==> src/rtl/fetch_pkg.sv <==
// fetch_pkg: shared types, default widths and the counter-width helper for the fetch front end.
package fetch_pkg;
   localparam int DATA_W_DEF = 16;
   localparam int ADDR_W_DEF = 16;
   localparam logic [ADDR_W_DEF-1:0] RESET_PC_DEF = '0;

   typedef struct packed {
      logic [ADDR_W_DEF-1:0] pc;
      logic [DATA_W_DEF-1:0] instr;
   } fetch_entry_t;

   function automatic int cnt_w(input int depth);
      return $clog2(depth + 1);
   endfunction
endpackage

==> src/rtl/fetch_fifo.sv <==
// fetch_fifo: synchronous DEPTH-entry queue of fetch entries with flush; DEPTH need not be a power of two.
module fetch_fifo
   import fetch_pkg::*;
#(
   parameter int DEPTH = 4,
   parameter type entry_t = fetch_entry_t
) (
   input  logic                     clk,
   input  logic                     rst_n,
   input  logic                     push_i,
   input  logic                     pop_i,
   input  logic                     flush_i,
   input  entry_t                   data_i,
   output entry_t                   data_o,
   output logic [cnt_w(DEPTH)-1:0]  count_o,
   output logic                     empty_o,
   output logic                     full_o
);
   localparam int PW = $clog2(DEPTH);
   localparam int CW = cnt_w(DEPTH);
   localparam logic [PW-1:0] LAST = PW'(DEPTH - 1);

   entry_t          mem_q [DEPTH];
   logic [PW-1:0]   rd_q, rd_d, wr_q, wr_d;
   logic [CW-1:0]   cnt_q, cnt_d;
   logic            do_push, do_pop;

   always_comb begin
      empty_o = cnt_q == '0;
      full_o  = cnt_q == CW'(DEPTH);
      do_pop  = pop_i && !empty_o;
      do_push = push_i && (!full_o || do_pop);
      rd_d    = flush_i ? '0 : do_pop ? (rd_q == LAST ? '0 : rd_q + PW'(1)) : rd_q;
      wr_d    = flush_i ? '0 : do_push ? (wr_q == LAST ? '0 : wr_q + PW'(1)) : wr_q;
      cnt_d   = flush_i ? '0 : cnt_q + CW'(do_push) - CW'(do_pop);
      count_o = cnt_q;
      data_o  = mem_q[rd_q];
   end

   always_ff @(posedge clk) begin
      if (!rst_n) begin
         rd_q  <= '0;
         wr_q  <= '0;
         cnt_q <= '0;
      end else begin
         rd_q  <= rd_d;
         wr_q  <= wr_d;
         cnt_q <= cnt_d;
      end
   end

   always_ff @(posedge clk) begin
      if (do_push && !flush_i) mem_q[wr_q] <= data_i;
   end
endmodule

==> src/rtl/fetch_unit.sv <==
// fetch_unit: request/grant instruction fetch with a DEPTH-entry prefetch queue, redirect flush and halt drain.
// Define FETCH_BYPASS_EN to hand a response straight to decode when the queue is empty.
module fetch_unit
   import fetch_pkg::*;
#(
   parameter int               DATA_W   = DATA_W_DEF,
   parameter int               ADDR_W   = ADDR_W_DEF,
   parameter int               DEPTH    = 4,
   parameter logic [ADDR_W-1:0] RESET_PC = ADDR_W'(RESET_PC_DEF)
) (
   input  logic              clk,
   input  logic              rst_n,
   output logic              imem_req,
   output logic [ADDR_W-1:0] imem_addr,
   input  logic              imem_gnt,
   input  logic              imem_rvalid,
   input  logic [DATA_W-1:0] imem_rdata,
   output logic              instr_valid,
   output logic [DATA_W-1:0] instr,
   output logic [ADDR_W-1:0] instr_pc,
   input  logic              instr_ready,
   input  logic              redir_valid,
   input  logic [ADDR_W-1:0] redir_pc,
   input  logic              hlt,
   output logic              halted
);
   localparam int CW = cnt_w(DEPTH);

   typedef struct packed {
      logic [ADDR_W-1:0] pc;
      logic [DATA_W-1:0] instr;
   } entry_t;

   logic [ADDR_W-1:0] fetch_pc_q, fetch_pc_d, resp_pc_q, resp_pc_d;
   logic [CW-1:0]     out_q, out_d, drop_q, drop_d, count;
   logic              empty, full, xfer, rv, acc, push, q_pop;
   entry_t            head, wr_entry;
`ifdef FETCH_BYPASS_EN
   logic              byp;
`endif

   always_comb begin
      imem_req  = rst_n && !redir_valid && !hlt && !full &&
                  ({1'b0, count} + {1'b0, out_q} < (CW+1)'(DEPTH));
      imem_addr = fetch_pc_q;
      xfer      = imem_req && imem_gnt;
      // responses with nothing outstanding belong to work abandoned by reset
      rv        = imem_rvalid && out_q != '0;
      acc       = rv && drop_q == '0;
      wr_entry.pc    = resp_pc_q;
      wr_entry.instr = imem_rdata;
`ifdef FETCH_BYPASS_EN
      byp         = acc && empty && !redir_valid;
      instr_valid = !empty || byp;
      instr       = empty ? imem_rdata : head.instr;
      instr_pc    = empty ? resp_pc_q : head.pc;
      push        = acc && !(byp && instr_ready);
      q_pop       = !empty && instr_ready;
`else
      instr_valid = !empty;
      instr       = head.instr;
      instr_pc    = head.pc;
      push        = acc;
      q_pop       = instr_valid && instr_ready;
`endif
      out_d      = out_q + CW'(xfer) - CW'(rv);
      // on redirect every response still in flight after this cycle is stale
      drop_d     = redir_valid ? out_q - CW'(rv) : drop_q - CW'(rv && drop_q != '0);
      fetch_pc_d = redir_valid ? redir_pc : fetch_pc_q + ADDR_W'(xfer);
      resp_pc_d  = redir_valid ? redir_pc : resp_pc_q + ADDR_W'(acc);
      halted     = hlt && out_q == '0;
   end

   always_ff @(posedge clk) begin
      if (!rst_n) begin
         fetch_pc_q <= RESET_PC;
         resp_pc_q  <= RESET_PC;
         out_q      <= '0;
         drop_q     <= '0;
      end else begin
         fetch_pc_q <= fetch_pc_d;
         resp_pc_q  <= resp_pc_d;
         out_q      <= out_d;
         drop_q     <= drop_d;
      end
   end

   fetch_fifo #(
      .DEPTH   (DEPTH),
      .entry_t (entry_t)
   ) u_fifo (
      .clk     (clk),
      .rst_n   (rst_n),
      .push_i  (push),
      .pop_i   (q_pop),
      .flush_i (redir_valid),
      .data_i  (wr_entry),
      .data_o  (head),
      .count_o (count),
      .empty_o (empty),
      .full_o  (full)
   );
endmodule
==> config.mk <==
export PLATFORM = sky130hd
export DESIGN_NAME = fetch_unit
export DESIGN_NICKNAME = d
export VERILOG_FILES = /design/src/rtl/fetch_pkg.sv /design/src/rtl/fetch_fifo.sv /design/src/rtl/fetch_unit.sv
export SDC_FILE = /design/constraint.sdc
export NUM_CORES = 1
export LEC_CHECK = 0
export ABC_AREA = 1
export BUFFER_PORTS_ARGS = -buffer_cell sky130_fd_sc_hd__clkbuf_2
export CAP_MARGIN = 25
export CORE_AREA = 5 5 116 118
export CTS_BUF_LIST = sky130_fd_sc_hd__clkbuf_16
export DETAILED_ROUTE_END_ITERATION = 16
export DIE_AREA = 0 0 121 123
export PLACE_DENSITY = 0.82
export RECOVER_POWER = 100
export SYNTH_ARGS = -nofsm -noshare
export SYNTH_HDL_FRONTEND = slang
export SYNTH_SLANG_ARGS = --single-unit
==> constraint.sdc <==
create_clock -name clk -period 12.1 [get_ports clk]
set_clock_uncertainty 0.2 [all_clocks]
set_input_delay 0.605 -clock clk [delete_from_list [all_inputs] [get_ports clk]]
set_output_delay 0.605 -clock clk [all_outputs]
set_load 0.05 [all_outputs]
# Word-level counts from Yosys, hierarchy flattened
# Memories as Yosys holds them, arrays and structs flattened. A register that Yosys moved wholly into a read port is not among the register bits.
# Cells that the tools add are included.
dict set report word_totals {
  register_bits 45
  mem_bits_rw 128
  in_bits 39
  output_inout_bits 51
  wordCells 57
  mem_count 1
}
dict set report classes {
  addsub 11
  magnitude_cmp 1
  eq_ne 3
  n_mux 9
  bitwise 1
  n_reduce_logical 24
}
# name depth word_bits rd rd_clocked_by_memory_dff wr line
set mem_list {}
lappend mem_list {u_fifo.mem_q 4 32 1 1 1 fetch_fifo.sv:23} ;# entry_t mem_q [DEPTH];
# cell count
set op_table {}
lappend op_table {{adder 16 x 1 -> 16 bit} 2}
lappend op_table {{two-way mux 16 bit} 2}
lappend op_table {{logical AND 1 bit} 13}
lappend op_table {{subtractor 3 x 1 -> 3 bit} 4}
lappend op_table {{zero test 3 bit} 3}
lappend op_table {{two-way mux 2 bit} 4}
lappend op_table {{adder 3 x 1 -> 3 bit} 2}
lappend op_table {{nonzero test 3 bit} 2}
lappend op_table {{adder 2 x 1 -> 2 bit (second input constant)} 2}
lappend op_table {{adder 3 x 3 -> 4 bit} 1}
lappend op_table {{== test 2 bit (second input constant)} 2}
lappend op_table {{zero test 1 bit} 4}
lappend op_table {{less-than comparator 4 x 3 -> 1 bit (second input constant)} 1}
lappend op_table {{== test 3 bit (second input constant)} 1}
lappend op_table {{two-way mux 3 bit} 1}
lappend op_table {{two-way mux 1 bit} 2}
lappend op_table {{OR reduction 2 bit} 1}
lappend op_table {{logical OR 1 bit} 1}
lappend op_table {{inverter 1 bit} 1}

# Logic depth before layout (Yosys ltp)
dict set report depth {
  depth_word 9
  mapped_depth 15
  mapped_depth_nobuf 15
}

# By module
# From an unflattened synthesis, not the netlist that was laid out.
dict set report unflattened {
  cells_unflattened 709
  hier_area_um2 7558.5
}
# mod instances cells_each area_per_inst_um2 seq_area_each_um2
set modules_own_cells {}
lappend modules_own_cells {fetch_fifo 1 380 5305.1 4023.9}
lappend modules_own_cells {fetch_unit 1 329 2253.4 760.7}

# Worst setup path before layout
# Ideal clock, no wire load.
dict set report synth_timing {
  path_type {input port to flip-flop}
  from {input imem_rvalid}
  to {memory u_fifo.mem_q[0][0] (netlist name), enable pin}
  setup_ns 0.468
  t_arrival_ns 3.376
  required_time_ns 11.432
  setup_slack_ns 8.056
  stages 3
  path_buffers 0
  cell_sequence {a21boi_4 > nand3_4 > nor3b_1}
}
dict set report synth_via {
  elab_chain_len 6
}
# item line
set synth_lines {}
lappend synth_lines {{start, declared} fetch_unit.sv:16} ;# input logic imem_rvalid,
lappend synth_lines {{logical AND 1 bit} fetch_unit.sv:48} ;# rv = imem_rvalid && out_q != '0;
lappend synth_lines {{logical AND 1 bit} fetch_unit.sv:49} ;# acc = rv && drop_q == '0;
lappend synth_lines {{logical AND 1 bit} fetch_fifo.sv:32} ;# do_push = push_i && (!full_o || do_pop);
lappend synth_lines {{logical AND 1 bit} fetch_fifo.sv:53} ;# if (do_push && !flush_i) mem_q[wr_q] <= data_i;
lappend synth_lines {{two-way mux 1 bit} fetch_fifo.sv:53}
lappend synth_lines {{two-way mux 1 bit (implied by the code)} fetch_fifo.sv:53}
lappend synth_lines {{end, declared} fetch_fifo.sv:23}
# Every way passes these cells.

==> results.ini <==
[global_route]
grt_max_degree = 66
grtUsageMet1_pct = 26.9
grtUsageMet2_pct = 38.9
top_usage_layer = met2
grt_pass1_wl_mm = 25.6
grt_overflow = 0
track_usage_pct = 22.0
grt_antenna_before_repair = 0
met3_usage_pct = 5.12
grt_pass1_vias = 5409

[timing]
hold_slack_ns = 0.210
worst_slack_ns = 7.90
rsz0062_at_grt = no
tightest_slew_ns = 2.02
fin_crit_ns = 4.20
setup_viol_count_final = 0
maxSlewHeadroom_pct = -34.4
fin_tns_setup_ns = 0
period_share_pct = 34.7
final_max_slew_viol_count = 197
finalHoldViolCount = 0
clock.fmax_ghz = 0.238

[cts]
cts_root_buf = clkbuf_16
postCtsHoldBufs = 0
h-tree-depth = 4
cts_setup_buffers = 0
cts_resized = 0
clk_pin_slew_ns = 0.06
cts_max_path_buffers = 2
cts_tree = done
cts_sinks = 175
numCtsBuffers = 17
clk_latency_ns = 0.42

[pwr]
vdd_drop_max_uv = 101
switching_power_uw = 495
powerDensity_mw_per_mm2 = 189
power.leakage_uw = 0.00323
p_comb_share_pct = 21.5
swShare_pct = 31.3
power_uw = 1580
seqPwrFrac_pct = 45.6
power.share.clock_pct = 32.9
internal_power_uw = 1090

[setup_path]
worstSetupPathType = reg2out
reg2reg_slack_ns = 8.24
slowest_stage = inv_1
cp_cell_sequence = buf_12 -> inv_1 -> o21ai_0 -> o22ai_1 -> clkbuf_1
arrival_ns = 3.39
start_kind = flip-flop
endpoint_kind = output port
required_ns = 11.30
r2r-start = out_q[2]$_SDFF_PN0_
critPathMaxStageDelay_ns = 1.31
path_max_fanout = 64

[logic_synthesis]
synthArstFlopShare_pct = 0
synthCells = 691
yosys_warnings = 0
ys_top_cells_by_area = edfxtp_1, dfxtp_1, nand2_1
synth_top_flop_cell = edfxtp_1
synth_top_area_share_pct = 52.1
synth_nets = 751
synth_edf_count = 128
syn_area_per_cell_um2 = 10.7
synth-seq-area-share_pct = 64.8
ys_seq_elements = 175
yosys.cell_count.top_type = edfxtp_1
synth_commonest_cells = edfxtp_1, nand2_1, nor2_1
synth_area_leader_cell = edfxtp_1
netlist_area_mm2 = 0.00738
synth_cell_types = 34

[floorplan]
core_mm2 = 0.0124
initial_core_util_pct = 59.7
dieWidth_um = 121
die-area_mm2 = 0.0149
num_io_pins = 90
die_y_um = 123
rows = 41

[routing]
drtIter0Drc = 641
first_pass_iters = 6
ant_nets = 0
drcViolationCount = 0
viasPerCell = 5.50
num_vias = 5315
avgRoutedWirePerCell_um = 16.2
drt-total-wl_mm = 15.7

[worst_hold_path]
hold_path_class = in2reg
hold_start = redir_pc[8]

[finish]
layout-drive-gt1-share_pct = 6.55
insertedDiodeCount = 0
num-nets-final = 841
areaGrowthSynthToFinish_pct = 13.6

[run_status]
status = complete, but fails checks
violations = capacitance limit, slew limit

[place]
dpl.hpwl_mm = 9.78
numPortBuffers = 89
pre_cts_slack_ns = 8.76
gp_congestion = 0.886

[run]
maxCapViolations = 5

-- per-layer routing --
metal / wire, um / up-vias
li1: - / 2566
met1: 6410 / 2493
met3: 1130 / 17
met4: 201 / 0
met2: 7930 / 239
met5: 0 / -
-- layout make-up --
| type | instances | area, um2 |
|---|---|---|
| Clock buffer | 17 | 425 |
| Clock inverter | 15 | 139 |
| Fill cell | 913 | 3980 |
| Inverter | 65 | 244 |
| Multi-Input combinational cell | 427 | 2170 |
| Sequential cell | 175 | 4790 |
| Tap cell | 172 | 215 |
| Timing Repair Buffer | 95 | 404 |
-- sequential cells by signal (all words and copies together), names as in the netlist, named ones only --
signal and count:
u_fifo.rd_q 2, resp_pc_q 16, u_fifo.mem_q 128, u_fifo.count_o 3
out_q 3, imem_addr 16, u_fifo.wr_q 2, drop_q 3
-- stage by stage --
step | utilization, % | cells | instance area (um2)
after global placement | 64.5 | 933 | 7980
final | 67.8 | 966 | 8380
after CTS | 69.1 | 965 | 8540
after floorplan | - | 691 | 7380
after global routing | 67.8 | 966 | 8380
after detailed placement | 64.5 | 933 | 7980
-- critical path, delay by kind of cell, from the launching register on --
kind                   cells  cell delay, ns
DFF                        1            0.38
buffers and inverters      3            2.02
AOI/OAI and AO/OA          2            0.57
-- power by group through the flow --
stage	Sequential, uW	Clock (uW)	Combinational [uW]
final	720	521	340
after global routing	724	554	374
after CTS	723	527	357
after detailed placement	734	0	355
after global placement	731	0	340
after floorplan	734	0	261
-- worst paths after layout --
check | to | cells after the start
worst min-delay path | resp_pc_q[8]$_SDFF_PN0_ | 3
worst min register to register | u_fifo.mem_q[3][16]$_DFFE_PP_ | 0
worst max-delay path | instr_pc[4] | 5
worst max register to register | u_fifo.mem_q[0][31]$_DFFE_PP_ | 5
-- kinds of logic (layout without fill, tap and decap cells) --
| group | after synthesis | count (layout) | synth area share, % |
|---|---|---|---|
| compound gates | 135 | 135 | 10.2 |
| xor+xnor | 8 | 8 | 0.950 |
| fa+ha+maj | 21 | 21 | 3.76 |
| buf+inv | 89 | 192 | 4.93 |
| flops | 175 | 175 | 64.8 |
| simple gates | 263 | 263 | 15.3 |
-- placed cells by master (no fill, tap or decap), types with 2 or more instances in the layout --
cell / netlist / routed
clkinv_1: 1 / 4
ha_1: 19 / 19
a21oi_1: 6 / 6
xor2_1: 6 / 6
nor3b_1: 4 / 4
nand3_1: 32 / 37
o21ai_0: 76 / 76
edfxtp_1: 128 / 128
nand4_1: 2 / 2
inv_1: 62 / 70
o22ai_1: 41 / 41
dfxtp_1: 47 / 46
nor2_1: 104 / 107
clkinv_2: 0 / 2
xnor2_1: 2 / 2
o21ai_1: 6 / 6
clkbuf_1: 12 / 71
nand2_1: 106 / 107
o21bai_1: 4 / 4
clkbuf_2: 0 / 22
bufinv_16: 0 / 3
clkbuf_16: 0 / 17
fa_1: 2 / 2
(Power assumes the default switching activity.)
